$ cat config.mk
export PLATFORM = sky130hd
export DESIGN_NAME = decode_ctrl_cmp
export DESIGN_NICKNAME = d
export VERILOG_FILES = /design/src/rtl/decode_ctrl_cmp.sv
export SDC_FILE = /design/constraint.sdc
export NUM_CORES = 1
export LEC_CHECK = 0
export ABC_AREA = 1
export CORE_ASPECT_RATIO = 1.4
export CORE_UTILIZATION = 32
export CTS_CLUSTER_SIZE = 12
export DETAILED_ROUTE_END_ITERATION = 6
export GPL_TIMING_DRIVEN = 0
export PLACE_DENSITY = 0.8
export SLEW_MARGIN = 0
export SYNTH_ARGS = -nofsm -noshare
export SYNTH_HDL_FRONTEND = slang
export SYNTH_SLANG_ARGS = --single-unit
$ cat constraint.sdc
create_clock -name clk -period 1.4 [get_ports clk]
set_input_delay 0.28 -clock clk [delete_from_list [all_inputs] [get_ports clk]]
set_output_delay 0.28 -clock clk [all_outputs]
set_load 0.1 [all_outputs]
$ cat src/rtl/decode_ctrl_cmp.sv
// decode_ctrl_cmp: MIPS D-stage instruction decoder, branch comparator and D/E boundary registers.
// Build option: define CMP_EXT_BRANCH_EN to add BLEZ/BGTZ/BLTZ/BGEZ (ibus widens to 14 bits).
module decode_ctrl_cmp #(
`ifdef CMP_EXT_BRANCH_EN
  parameter int NUM_I = 14,
`else
  parameter int NUM_I = 12,
`endif
  parameter logic [4:0] RA_IDX = 5'd31
) (
  input  logic             clk,
  input  logic             reset,
  input  logic             stall,
  input  logic [31:0]      instr,
  input  logic [31:0]      rs_val,
  input  logic [31:0]      rt_val,
  output logic [NUM_I-1:0] ibus,
  output logic             ext_op,
  output logic [1:0]       reg_dst,
  output logic             is_branch,
  output logic             imm_jump,
  output logic             reg_jump,
  output logic             cmp_true,
  output logic             branch_jump,
  output logic [NUM_I-1:0] de_ibus,
  output logic [4:0]       de_wra,
  output logic [31:0]      de_ext
);

  localparam int I_ADDU = 0;
  localparam int I_SUBU = 1;
  localparam int I_ORI  = 2;
  localparam int I_LW   = 3;
  localparam int I_SW   = 4;
  localparam int I_BEQ  = 5;
  localparam int I_BNE  = 6;
  localparam int I_LUI  = 7;
  localparam int I_J    = 8;
  localparam int I_JAL  = 9;
  localparam int I_JR   = 10;
  localparam int I_NOP  = 11;
  localparam int I_BZ   = 12;
  localparam int I_RZ   = 13;

  localparam logic [5:0] OP_RTYPE  = 6'h00;
  localparam logic [5:0] OP_REGIMM = 6'h01;
  localparam logic [5:0] OP_J      = 6'h02;
  localparam logic [5:0] OP_JAL    = 6'h03;
  localparam logic [5:0] OP_BEQ    = 6'h04;
  localparam logic [5:0] OP_BNE    = 6'h05;
  localparam logic [5:0] OP_BLEZ   = 6'h06;
  localparam logic [5:0] OP_BGTZ   = 6'h07;
  localparam logic [5:0] OP_ORI    = 6'h0D;
  localparam logic [5:0] OP_LUI    = 6'h0F;
  localparam logic [5:0] OP_LW     = 6'h23;
  localparam logic [5:0] OP_SW     = 6'h2B;
  localparam logic [5:0] F_ADDU    = 6'h21;
  localparam logic [5:0] F_SUBU    = 6'h23;
  localparam logic [5:0] F_JR      = 6'h08;

  logic [5:0]       op;
  logic [5:0]       funct;
  logic [4:0]       rt_f;
  logic [4:0]       rd_f;
  logic [4:0]       wra;
  logic [31:0]      ext_imm;
  logic [NUM_I-1:0] ibus_d, ibus_q;
  logic [4:0]       wra_d, wra_q;
  logic [31:0]      ext_d, ext_q;

  assign op    = instr[31:26];
  assign funct = instr[5:0];
  assign rt_f  = instr[20:16];
  assign rd_f  = instr[15:11];

  // One-hot decode; the all-zero word is NOP only, anything unknown leaves ibus clear.
  always_comb begin
    ibus = '0;
    if (instr == 32'h0000_0000) begin
      ibus[I_NOP] = 1'b1;
    end else begin
      case (op)
        OP_RTYPE: begin
          case (funct)
            F_ADDU:  ibus[I_ADDU] = 1'b1;
            F_SUBU:  ibus[I_SUBU] = 1'b1;
            F_JR:    ibus[I_JR]   = 1'b1;
            default: ibus         = '0;
          endcase
        end
        OP_ORI:  ibus[I_ORI] = 1'b1;
        OP_LW:   ibus[I_LW]  = 1'b1;
        OP_SW:   ibus[I_SW]  = 1'b1;
        OP_BEQ:  ibus[I_BEQ] = 1'b1;
        OP_BNE:  ibus[I_BNE] = 1'b1;
        OP_LUI:  ibus[I_LUI] = 1'b1;
        OP_J:    ibus[I_J]   = 1'b1;
        OP_JAL:  ibus[I_JAL] = 1'b1;
`ifdef CMP_EXT_BRANCH_EN
        OP_BLEZ, OP_BGTZ: ibus[I_BZ] = 1'b1;
        OP_REGIMM: begin
          if (rt_f == 5'd0 || rt_f == 5'd1) begin
            ibus[I_RZ] = 1'b1;
          end else begin
            ibus = '0;
          end
        end
`endif
        default: ibus = '0;
      endcase
    end
  end

  // Control fields derived from the one-hot bus.
  always_comb begin
    ext_op    = ibus[I_LW] | ibus[I_SW] | ibus[I_BEQ] | ibus[I_BNE];
    is_branch = ibus[I_BEQ] | ibus[I_BNE];
`ifdef CMP_EXT_BRANCH_EN
    ext_op    = ext_op | ibus[I_BZ] | ibus[I_RZ];
    is_branch = is_branch | ibus[I_BZ] | ibus[I_RZ];
`endif
    imm_jump  = ibus[I_J] | ibus[I_JAL];
    reg_jump  = ibus[I_JR];
    if (ibus[I_ADDU] || ibus[I_SUBU]) begin
      reg_dst = 2'b01;
    end else if (ibus[I_JAL]) begin
      reg_dst = 2'b10;
    end else begin
      reg_dst = 2'b00;
    end
  end

  // Branch comparator on forwarded operands; zero-compares are signed on rs_val alone.
  always_comb begin
    cmp_true = 1'b0;
    if (ibus[I_BEQ]) begin
      cmp_true = (rs_val == rt_val);
    end else if (ibus[I_BNE]) begin
      cmp_true = (rs_val != rt_val);
`ifdef CMP_EXT_BRANCH_EN
    end else if (ibus[I_BZ]) begin
      cmp_true = op[0] ? (!rs_val[31] && (rs_val != 32'h0000_0000))
                       : (rs_val[31] || (rs_val == 32'h0000_0000));
    end else if (ibus[I_RZ]) begin
      cmp_true = rt_f[0] ? !rs_val[31] : rs_val[31];
`endif
    end else begin
      cmp_true = 1'b0;
    end
  end

  assign branch_jump = is_branch & cmp_true;

  // Destination register and extended immediate for the D/E boundary.
  always_comb begin
    if (ibus[I_ORI] || ibus[I_LW] || ibus[I_LUI]) begin
      wra = rt_f;
    end else if (ibus[I_ADDU] || ibus[I_SUBU]) begin
      wra = rd_f;
    end else if (ibus[I_JAL]) begin
      wra = RA_IDX;
    end else begin
      wra = 5'd0;
    end
    ext_imm = ext_op ? {{16{instr[15]}}, instr[15:0]} : {16'h0000, instr[15:0]};
  end

  // A stall injects an all-zero bubble rather than holding the previous contents.
  always_comb begin
    if (stall) begin
      ibus_d = '0;
      wra_d  = 5'd0;
      ext_d  = 32'h0000_0000;
    end else begin
      ibus_d = ibus;
      wra_d  = wra;
      ext_d  = ext_imm;
    end
  end

  always_ff @(posedge clk) begin
    if (reset) begin
      ibus_q <= '0;
      wra_q  <= 5'd0;
      ext_q  <= 32'h0000_0000;
    end else begin
      ibus_q <= ibus_d;
      wra_q  <= wra_d;
      ext_q  <= ext_d;
    end
  end

  assign de_ibus = ibus_q;
  assign de_wra  = wra_q;
  assign de_ext  = ext_q;

endmodule

==> results of run 1 <==
-- cells by family (layout without fill, tap and decap cells) --
| group | count (synthesis) | count (layout) | synth area share |
|---|---|---|---|
| AOI/OAI and AO/OA | 4 | 4 | 0.01005 |
| xor gates and xnor gates | 21 | 21 | 0.09234 |
| and+or+nand+nor | 164 | 164 | 0.3656 |
| DFF | 34 | 34 | 0.3417 |
| buffers and inverters | 85 | 333 | 0.1903 |
-- flip-flops by register name, indices dropped and copies added, names as in the netlist --
register and flops:
de_ibus 12, de_wra 5, de_ext 17
-- synthesized netlist by cell type --
cell	count	area share
a21oi_1	4	0.010
and2_1	1	0.0031
buf_4	16	0.060
clkbuf_1	3	0.0057
dfxtp_1	34	0.34
inv_1	64	0.12
inv_2	2	0.0038
nand2_1	74	0.14
nand2_2	2	0.0063
nand3_1	14	0.035
nand3_2	3	0.015
nand4_1	9	0.028
nor2_1	48	0.090
nor2_2	3	0.0094
nor2_4	2	0.011
nor3_1	5	0.013
nor3_4	1	0.0082
nor4_1	2	0.0063
xnor2_1	21	0.092
-- per-layer routing --
metal	part of all wire	up-vias	global-route usage
met5	0.0014	-	0
met4	0.044	2	0.1094
met3	0.099	38	0.08732
met2	0.56	175	0.5294
met1	0.29	1331	0.1897
li1	-	1390	-
-- worst min path at each step --
stage                   start         end  cells past startpoint
floorplan            instr[4]   de_ext[4]                      2
global placement     instr[8]   de_ext[8]                      3
detailed placement   instr[9]   de_ext[9]                      3
CTS                 instr[11]  de_ext[11]                      3
global route        instr[10]  de_ext[10]                      3
finish              instr[10]  de_ext[10]                      3
-- final cells by class --
cell class	instances	share of cell area
Tap cell	70	0.01837
Inverter	66	0.06011
Timing Repair Buffer	240	0.4425
Clock buffer	5	0.01444
Buffer	19	0.03071
Multi-Input combinational cell	189	0.2819
Clock inverter	3	0.008399
Sequential cell	34	0.1436
-- timing repair --
action | in CTS | in global routing
endpoints found under the hold margin | 0 | 0
resized for setup | 839 | 111
setup endpoints to repair | 77 | 41
pin swaps | 96 | 63
setup buffers | 65 | 12
-- power by group through the flow --
| stage | combinational, W | sequential [W] | clock [W] |
|---|---|---|---|
| 2_1_floorplan | 0.000272 | 0.00117 | 0 |
| 3_3_place_gp | 0.000820 | 0.00101 | 0 |
| 3_5_place_dp | 0.000832 | 0.00101 | 0 |
| 4_1_cts | 0.000880 | 0.000991 | 0.000895 |
| 5_1_grt | 0.00105 | 0.000993 | 0.000938 |
| 6_report | 0.000994 | 0.000991 | 0.000886 |
-- metrics by stage --
| stage | hold slack, ns | worst slack, ns |
|---|---|---|
| after detailed placement | 0.8481 | -1.798 |
| after floorplan | 0.3922 | -0.6845 |
| after global placement | 0.8342 | -1.753 |
| final | 0.2336 | -0.3641 |
| after global routing | 0.2336 | -0.4151 |
| after CTS | 0.2221 | -0.4183 |
==> flow_metrics.tcl, run 1 <==
set metrics [dict create \
    status "finished with violations" \
    violations "setup timing" \
    internal_power_w 0.001955 \
    drive_gt1_frac 0.6619 \
    yosys_warnings 0 \
    crit_path_end_kind "output pin" \
    cp.buffers_inverters 2 \
    area_growth_pct 139.3 \
    instances_no_fill 626 \
    utilization 0.8018 \
    path_delay_family "simple AND/OR/NAND/NOR gates" \
    place.gp.congestion 0.7830 \
    die_h_um 95.35 \
    hpwl_um 5867 \
    cp.depth 10 \
    startpoint "rs_val[2]" \
    syn-cell-area_um2 1992 \
    grt_pass1_wl_um 12080 \
    path_clk_slew_ns 0.07 \
    grt_pass1_vias 2835 \
    max_stage_delay_ns 0.18 \
    cp.arrival_ns 1.48 \
    seq_area_um2 684.4 \
    setup_tns_ns -3.417 \
    fp.dieW_um 68.68 \
    n_antenna_cell 0 \
    post_dp_cell_area_um2 3983 \
    worst_setup_path_start_kind "input port" \
    tightestPinTransition_ns 0.5374 \
    grt-ovfl-total 0 \
    multi_input_area_um2 1344 \
    coreArea_um2 5946 \
    p_leak_nw 2.526 \
    switching_share 0.3193 \
    dp_cells 545 \
    power_w 0.002872 \
    ant_nets 0 \
    ios 168 \
    grt_max_degree 17 \
    avgSynthCellArea_um2 6.467 \
    ys_types 19 \
    cpMaxStageDelayCell "xnor2_1" \
    firstDrtPassIters 5 \
    cts_tree "built" \
    drv_slew 0 \
    antenna_found_initial 1 \
    vias 2936 \
    grt_setup_unrepaired "true" \
    viasPerCell 4.690 \
    max_freq_mhz 566.9 \
    dieArea_um2 6549 \
    critPathMostFrequentCell "nand2_1" \
    path_class "input port to output pin" \
    setup_viol_count_final 19 \
    grt_usage 0.2533 \
    seqPwrFrac 0.345 \
    maxCapViolations 0 \
    syn-num-nets 407 \
    critPathCapture "branch_jump" \
    cts_max_path_buffers 2 \
    cts_buffers 5 \
    comb_power_share 0.346 \
    hold_path.class "input port to flop" \
    synth.yosys.seq_area_share 0.3417 \
    route.detailed.drc 0 \
    synth_seq_cells 34 \
    final_common_cell "buf_4" \
    setup_ws_ns -0.3641 \
    hold_buffers 0 \
    io_buffers 167 \
    ir_drop_uv 537.9 \
    synth_cells 308 \
    rows 33 \
    num-fill-cells 381 \
    post-route-period-util 1.260 \
    stdcell_area_um2 4767 \
    required_ns 1.12 \
    max-slew-margin-rel 0.6417 \
    hold_viol_final 0 \
    fin_nets 654 \
    dr.first_iter.drc_count 66 \
    routedWlPerCell_um 15.11 \
    cp_max_fo 2 \
    cts.sinks 34 \
    p_clk_frac 0.309 \
    htree_levels 2 \
    layout_common_cells "86 x buf_4, 82 x buf_2, 61 x nand2_1, 47 x buf_6, 33 x dfxtp_1" \
    wl_um 9460 \
    p_sw_w 0.0009168 \
    start_util 0.3350 \
    worstPathCellList "buf_2 > xnor2_1 > nand2_1 > nor2_1 > nand2_1 > nor2_4 > nand2_2 > nand2_4 > nand2_8 > buf_12" \
    finalCriticalPeriod_ns 1.764 \
    root_buffer "clkbuf_8" \
    power_density_nw_per_um2 602.4 \
]
Note: power is estimated with default switching activity, not from simulation.
==> run 2, diff against run 1 <==
CAP_MARGIN = 25   (was not set)
==> results of run 2 <==
Same layout as run 1: the final DEF is identical, and so are final timing and power.
